--- src/rtl/npu_host_pkg.sv ---
// Shared types and constants for the NPU host-side bus sequencer.
package npu_host_pkg;

  typedef enum logic [1:0] {
    OP_WRITE = 2'd0,
    OP_READ  = 2'd1,
    OP_POLL  = 2'd2
  } op_e;

  typedef enum logic [2:0] {
    S_IDLE = 3'd0,
    S_WR   = 3'd1,
    S_RD   = 3'd2,
    S_CAP  = 3'd3,
    S_GAP  = 3'd4,
    S_RESP = 3'd5
  } state_e;

  // Window select values carried in addr[14:12]
  localparam logic [2:0] SEL_IMG    = 3'd1;
  localparam logic [2:0] SEL_W      = 3'd2;
  localparam logic [2:0] SEL_FCN    = 3'd3;
  localparam logic [2:0] SEL_CTRL   = 3'd4;
  localparam logic [2:0] SEL_DONE   = 3'd5;
  localparam logic [2:0] SEL_RESULT = 3'd6;
  localparam logic [2:0] SEL_VALID  = 3'd7;

  // Bit positions inside the control window word
  localparam int TRIGGER  = 0;
  localparam int NEXT     = 1;
  localparam int PE_CLR   = 2;
  localparam int IMG_CLR  = 3;
  localparam int W_CLR    = 4;
  localparam int PACK_CLR = 5;

endpackage

--- src/rtl/npu_host_seq.sv ---
// Host bus master turning WRITE/READ/POLL commands into NPU port cycles.
// Optional poll timeout is enabled by defining NPU_HOST_POLL_TIMEOUT_EN.
module npu_host_seq
  import npu_host_pkg::*;
#(
  parameter int ADDR_W   = 16,
  parameter int DATA_W   = 32,
  parameter int POLL_MAX = 1024
) (
  input  logic              clk,
  input  logic              rst,
  input  logic              cmd_valid,
  output logic              cmd_ready,
  input  logic [1:0]        cmd_op,
  input  logic [ADDR_W-1:0] cmd_addr,
  input  logic [DATA_W-1:0] cmd_data,
  output logic              rsp_valid,
  input  logic              rsp_ready,
  output logic [DATA_W-1:0] rsp_data,
  output logic              rsp_err,
  output logic              ena,
  output logic              wea,
  output logic [ADDR_W-1:0] addra,
  output logic [DATA_W-1:0] dina,
  input  logic [DATA_W-1:0] douta,
  output logic [2:0]        dbg_state
);

  // Handshake: a transfer happens on a clk edge where valid && ready are both
  // high; the producer holds its payload stable until that edge.

  if (POLL_MAX < 1) begin : g_bad_poll_max
    $error("POLL_MAX must be at least 1");
  end

  state_e            state, state_nx;
  op_e               op_q;
  logic [ADDR_W-1:0] addr_q;
  logic [DATA_W-1:0] data_q;
  logic              accept;
  logic              hit;
  logic              mask_zero;
  logic              timeout;
  logic              cap_done;
  logic              bus_nx;
  logic [ADDR_W-1:0] bus_addr;
  logic [DATA_W-1:0] bus_data;
  op_e               op_in;

  assign cmd_ready = (state == S_IDLE);
  assign accept    = cmd_valid && cmd_ready;
  assign dbg_state = state;

  // Reserved opcode 3 behaves as a plain read
  assign op_in = (cmd_op == 2'd0) ? OP_WRITE :
                 (cmd_op == 2'd2) ? OP_POLL  : OP_READ;

  assign hit       = |(douta & data_q);
  assign mask_zero = (data_q == '0);
  assign cap_done  = (op_q != OP_POLL) || mask_zero || hit || timeout;

  // Address/data come straight from the command on the accept edge
  assign bus_addr = (state == S_IDLE) ? cmd_addr : addr_q;
  assign bus_data = (state == S_IDLE) ? cmd_data : data_q;
  assign bus_nx   = (state_nx == S_WR) || (state_nx == S_RD);

`ifdef NPU_HOST_POLL_TIMEOUT_EN
  localparam int CNT_W = $clog2(POLL_MAX + 1);
  logic [CNT_W-1:0] poll_cnt;

  // The read just captured is the POLL_MAX-th one without a match
  assign timeout = (poll_cnt >= CNT_W'(POLL_MAX - 1));

  always_ff @(posedge clk) begin
    if (rst) begin
      poll_cnt <= '0;
      rsp_err  <= 1'b0;
    end else begin
      if (state == S_CAP) begin
        if (cap_done) begin
          rsp_err <= (op_q == OP_POLL) && !mask_zero && !hit;
        end else if (poll_cnt != CNT_W'(POLL_MAX)) begin
          poll_cnt <= poll_cnt + 1'b1;
        end
      end else if (state == S_RESP && rsp_ready) begin
        poll_cnt <= '0;
      end
    end
  end
`else
  assign timeout = 1'b0;
  assign rsp_err = 1'b0;
`endif

  always_comb begin
    state_nx = state;
    unique case (state)
      S_IDLE: if (accept) state_nx = (op_in == OP_WRITE) ? S_WR : S_RD;
      S_WR:   state_nx = (addr_q[14:12] == SEL_CTRL) ? S_GAP : S_IDLE;
      S_GAP:  state_nx = S_IDLE;
      S_RD:   state_nx = S_CAP;
      S_CAP:  state_nx = cap_done ? S_RESP : S_RD;
      S_RESP: if (rsp_ready) state_nx = S_IDLE;
      default: state_nx = S_IDLE;
    endcase
  end

  always_ff @(posedge clk) begin
    if (rst) begin
      state     <= S_IDLE;
      op_q      <= OP_READ;
      addr_q    <= '0;
      data_q    <= '0;
      rsp_valid <= 1'b0;
      rsp_data  <= '0;
      ena       <= 1'b0;
      wea       <= 1'b0;
      addra     <= '0;
      dina      <= '0;
    end else begin
      state <= state_nx;
      if (accept) begin
        op_q   <= op_in;
        addr_q <= cmd_addr;
        data_q <= cmd_data;
      end
      // Bus strobes are launched for the cycle the FSM spends in WR/RD
      ena <= bus_nx;
      wea <= (state_nx == S_WR);
      if (bus_nx) begin
        addra <= bus_addr;
        dina  <= bus_data;
      end
      if (state == S_CAP && cap_done) begin
        rsp_valid <= 1'b1;
        rsp_data  <= douta;
      end else if (state == S_RESP && rsp_ready) begin
        rsp_valid <= 1'b0;
      end
    end
  end

endmodule

--- config.mk ---
export PLATFORM = sky130hd
export DESIGN_NAME = npu_host_seq
export DESIGN_NICKNAME = d
export VERILOG_FILES = /design/src/rtl/npu_host_pkg.sv /design/src/rtl/npu_host_seq.sv
export SDC_FILE = /design/constraint.sdc
export NUM_CORES = 1
export LEC_CHECK = 0
export CORE_MARGIN = 10
export CORE_UTILIZATION = 51
export CTS_CLUSTER_SIZE = 8
export DETAILED_ROUTE_END_ITERATION = 6
export PLACE_DENSITY = 0.86
export REMOVE_ABC_BUFFERS = 1
export SETUP_SLACK_MARGIN = 0.3
export SYNTH_ARGS = -nofsm -noshare
export SYNTH_HDL_FRONTEND = slang
export SYNTH_SLANG_ARGS = --single-unit
--- constraint.sdc ---
create_clock -name clk -period 5.7 [get_ports clk]
set_input_delay 0.855 -clock clk [delete_from_list [all_inputs] [get_ports clk]]
set_output_delay 0.855 -clock clk [all_outputs]
set_load 0.005 [all_outputs]
==> flow_summary.ini, run 1 <==
[place]
place.detailed.hpwl_mm = 11.98
io_buffers = 172
dp_cells = 875
gp_congestion = 0.8108
dpl-instance-area_sq_um = 7358

[final_layout]
diodes = 0
finalNonFillerCells = 905
drive_gt1_frac = 0.08627
nNetsFinal = 840
area_delta_synth_final_pct = 38.29
design_area_sq_um = 7871

[clock_tree]
cts_tree = yes
clk_path_buf_depth = 2
cts.sinks = 136
ctsHoldBuffers = 0
cts_made_buffers = 17
h-tree-depth = 4
clkTransAtPathRegs_ns = 0.06
clock_latency_ns = 0.52
cts_setup_buffers = 0
ctsResizeCount = 0
clockRootBuffer = clkbuf_8

[logic_synthesis]
synth_async_sr_flop_share = 0
synthCells = 608
synth_edf_count = 0
ys_warn_count = 0
yosysTopAreaCellShare = 0.4783
synth_seq_cells = 136
avgSynthCellArea_sq_um = 9.361
synth_top_cell_by_area = dfxtp_1
synth.distinct_cells = 34
synth_area_leaders = dfxtp_1, mux2i_1, nand2_1
synthFlopType = dfxtp_1
ys_seq_area_frac = 0.4783
synth_most_common_cell = dfxtp_1
yosys-top-cells-count = dfxtp_1, nand2_1, mux2i_1
netlist_area_sq_um = 5692

[drt]
firstDrtPassIters = 5
viasPerCell = 5.681
wl_per_cell_microns = 19.38
drt-initial-drc-count = 395
vias = 5141
wirelength_mm = 17.54
ant_nets = 0
drc = 0

[setup_path]
critical_path.cell_chain = clkdlybuf4s50_1 > a22oi_1 > nand4_1 > or3_4 > or3_4 > nand2_2 > a211oi_1
cpPeakStageDelay_ns = 0.91
critPathRequiredTime_ns = 6.03
crit_buf_inv = 1
cp_common_cell = or3_4
cp_top_family = simple AND/OR/NAND/NOR gates
critPathKind = in2reg
crit_slowest_cell = nand2_2
critPathLaunchType = primary input
endpoint_kind = flip-flop
crit_path_max_fanout = 48
cp_data_arrival_time_ns = 3.66

[grt]
grtUsageTotal = 0.2120
grt_max_degree = 102
antenna_found_initial = 0
grt_pass1_wl_mm = 27.74
grt_overflow = 0
grt_pass1_vias = 5331

[floorplanning]
core_sq_um = 10890
placementRows = 38
die_h_microns = 125.6
die_width_microns = 125.6
fp.dieArea_sq_um = 15790
start_util = 0.5228
pin_count = 174

[timing]
rsz0062_at_grt = no
min_period_ns = 3.329
post-route-period-util = 0.5841
hold_viol = 0
finClkSkew_ns = 0.01092
maxSlewHeadroom = 0.1549
fin_hold_ws_ns = 0.4540
finalSetupViolCount = 0
maxSlewViolCount = 0
tightest_slew_ns = 1.263
max_freq_mhz = 300.4

[run_status]
status = finished, final reports clean

[power]
leakagePower_nw = 2.926
internal-power_mw = 1.875
netSwitchingFraction = 0.2789
p_seq_frac = 0.422
powerDensity_nw_per_um2 = 330.3
ir_worst_vdd_uv = 173.9
power_mw = 2.600
p_sw_mw = 0.7250
combPwrFrac = 0.213
pwr-share-clk = 0.366

[worst_hold_path]
hold_path_class = reg2reg

[job]
cap_violations = 0
per-stage QoR:
step	util	TNS, ns	setup slack, ns
after floorplan	-	-26.59	-0.5594
after global placement	0.6758	0	1.915
after global routing	0.7229	0	2.241
after CTS	0.7229	0	2.383
after detailed placement	0.6758	0	1.863
final	0.7229	0	2.371
routing by layer:
metal  part of all wire  global-route usage  up-vias
li1                   -                   -     2449
met1               0.41              0.2350     2484
met2               0.50              0.3656      188
met3              0.082             0.08431       20
met4              0.015             0.06436        0
met5                  0                   0        -
worst min-delay path: cells and delay by family (launching register included):
kind               cells  cell delay, ns
AOI/OAI and AO/OA      1            0.05
DFF                    1            0.30
and+or+nand+nor        1            0.05
final cells by class:
cell class | instances | area (sq um)
multi-input combinational | 421 | 2696
clock inverter | 8 | 50.05
tap | 140 | 175.2
clock buffer | 22 | 462.9
fill | 828 | 3017
sequential | 136 | 2723
timing repair buffer | 178 | 1764
cell families (layout without fill, tap and decap cells):
kind of cell / Yosys count / count (layout) / share of synthesized area
buffers and inverters: 51 / 208 / 0.05100
muxes: 80 / 80 / 0.1407
other: 1 / 1 / 0.0006589
DFF: 136 / 136 / 0.4783
and+or+nand+nor: 219 / 219 / 0.1745
AOI/OAI and AO/OA: 121 / 121 / 0.1548
registers in the layout, indices dropped and copies added, names as in the netlist:
| signal | flops |
|---|---|
| rsp_data | 32 |
| dbg_state | 3 |
| wea | 1 |
| op_q | 2 |
| dina | 32 |
| addra | 16 |
| ena | 1 |
| addr_q | 16 |
| rsp_valid | 1 |
| data_q | 32 |
final timing paths:
kind / depth (start not counted) / end / from / slack (ns)
setup reg to reg: 6 / dina[15] / data_q[3] / 2.81
setup / recovery: 7 / dina[15] / douta[3] / 2.37
hold reg to reg: 2 / addr_q[0] / addr_q[0] / 0.45
hold / removal: 2 / addr_q[0] / addr_q[0] / 0.45
cell usage in the layout, fill, tap and decap left out, types with 5 or more instances in the layout:
master | synthesis | routed
a21oi_1 | 55 | 55
nand4_1 | 5 | 5
clkdlybuf4s50_1 | 0 | 171
mux2i_1 | 80 | 80
a22oi_1 | 14 | 14
nor4_1 | 9 | 9
buf_4 | 3 | 7
nand2_1 | 102 | 101
a211oi_1 | 28 | 28
nor3_1 | 50 | 50
dfxtp_1 | 136 | 136
a211oi_2 | 20 | 20
nor2_1 | 36 | 36
clkbuf_16 | 0 | 16
power groups by stage:
stage                     Clock, mW  Sequential, mW  Combinational [mW]
after floorplan                   0            1.10               0.290
after global placement            0            1.11               0.535
after detailed placement          0            1.11               0.550
after CTS                     0.957            1.10               0.556
after global routing           1.00            1.11               0.599
final                         0.951            1.10               0.553
Note: power is estimated with default switching activity, not from simulation.
==> inputs of run 2 (changes only) <==
- CORE_UTILIZATION: 51 -> 42
- PLACE_DENSITY: 0.86 -> 0.76
- clock period: 5.7 -> 2.85 ns (I/O delays scaled with it)
==> run 2 against run 1 <==
Critical endpoint is now rsp_data[8]. Setup slack got worse by 1.9 ns. Sequential power is 99% higher. Utilization shrank 11 points. Highest routed layer is now met5. Worst hold slack got worse by 0.013 ns. Clock skew shrank 0.0032 ns. First-iteration DRC count increased by 13%. Sequential cell count did not move. Sequential share of layout area is 1.2 points lower. Register-to-register slack lost 2.3 ns.
==> flow_summary.ini, run 2 (same netlist as run 1, synthesis figures left out) <==
[timing]
rsz0062_at_grt = no
finalSetupViolCount = 0
post-route-period-util = 0.8244
setup_tns_ns = 0
fin_ws_ns = 0.5004
min_period_ns = 2.350
maxSlewViolCount = 0
finClkSkew_ns = 0.007761
hold_viol = 0
max_freq_mhz = 425.6
fin_hold_ws_ns = 0.4412

[final_layout]
seqCellArea_sq_um = 2723
finalNonFillerCells = 955
diodes = 0
final_common_cell = clkdlybuf4s50_1
drive_gt1_frac = 0.1027
nFillCells = 1112
nNetsFinal = 852
post-route-util = 0.6155
area_delta_synth_final_pct = 43.20
top_regs = data_q: 32 flops, dina: 32 flops, rsp_data: 32 flops
multiInputGateArea_sq_um = 2696
final_cell_mix = clkdlybuf4s50_1, dfxtp_1, nand2_1
design_area_sq_um = 8150

[grt]
grt_overflow = 0
grt_max_degree = 69
grtUsageTotal = 0.1925
antenna_found_initial = 1
grt_pass1_wl_mm = 28.29
grt_pass1_vias = 5294

[setup_path]
critPathKind = reg2reg
critPathRequiredTime_ns = 3.14
endpoint_kind = flip-flop
crit_path_max_fanout = 20
r2r_end = rsp_data[8]
r2r_start = data_q[3]
critPathLaunchType = flip-flop
cp_data_arrival_time_ns = 2.64
regToRegSetupSlack_ns = 0.50
worstRegToRegCells = 7

[clock_tree]
h-tree-depth = 4
cts.sinks = 136
clock_latency_ns = 0.42
clockRootBuffer = clkbuf_16
clkTransAtPathRegs_ns = 0.06
cts_setup_buffers = 0
clk_path_buf_depth = 2
cts_tree = yes
ctsResizeCount = 0
cts_made_buffers = 17
ctsHoldBuffers = 0

[worst_hold_path]
hold_path_depth = 2
holdPathEnd = rsp_data[6]
hold_path_class = in2reg
hold_path_startpoint = rst

[power]
power_mw = 5.502
ir_worst_vdd_uv = 323.0
leakagePower_nw = 3.055
powerDensity_nw_per_um2 = 675.1

[run_status]
status = finished, final reports clean

[floorplanning]
die_h_microns = 136.4
start_util = 0.4298
core_sq_um = 13240
fp.dieArea_sq_um = 18610
pin_count = 174
placementRows = 42
die_width_microns = 136.4

[place]
dp_cells = 923
gp_congestion = 0.8145
dpl-instance-area_sq_um = 7556
pre_cts_slack_ns = 0.1920
io_buffers = 172
place.detailed.hpwl_mm = 13.13

[drt]
wirelength_mm = 17.82
viasPerCell = 5.363
drt-initial-drc-count = 448
ant_nets = 0
firstDrtPassIters = 6
wl_per_cell_microns = 18.66
vias = 5122
drc = 0

[job]
cap_violations = 0
[run 2: changes by cell type in the layout (fill, tap and decap cells not counted)]
cell        change
buf_12          +5
buf_4           +7
bufinv_16       +2
clkbuf_16       +1
clkbuf_8        +1
clkinv_2        +1
clkinvlp_4      -3
[run 2: layout make-up]
class	count	share of cell area
sequential	136	0.3340
clock inverter	8	0.01136
multi-input combinational	421	0.3308
timing repair buffer	190	0.2352
clock buffer	24	0.06156
tap	176	0.02702
[run 2: routing by layer]
metal	vias to the layer above	global-route usage	part of all wire	wire (microns)
met4	2	0.06864	0.017	297
li1	2496	-	-	-
met1	2436	0.2131	0.40	7045
met5	-	0	0.00073	13
met2	157	0.3294	0.50	8946
met3	31	0.07380	0.085	1518
[run 2: where the power goes]
group	total [mW]	switching [mW]	internal, mW	leakage (nW)
Clock	2.17	0.774	1.40	0.296
Combinational	1.14	0.548	0.594	1.64
Sequential	2.19	0.124	2.07	1.12
Total	5.50	1.45	4.06	3.06
[run 2: worst max-delay path by stage]
stage                 start            to  slack, ns  cells after the start
2_1_floorplan  dbg_state[1]     addra[15]      -3.41                      4
3_3_place_gp       douta[0]     addra[15]       0.22                      8
3_5_place_dp       douta[0]       dina[9]       0.19                      8
4_1_cts          data_q[16]  rsp_data[19]       0.43                      7
5_1_grt          data_q[16]  rsp_data[13]       0.30                      7
6_report          data_q[3]   rsp_data[8]       0.50                      7
[run 2: critical path, cell delays in order (launching register included)]
cell and delay (ns):
dfxtp_1 0.34, nor4_1 0.47, nand4_1 0.19, o211ai_2 0.34
o21ba_2 0.22, buf_4 0.34, mux2i_1 0.24, nor2_1 0.06
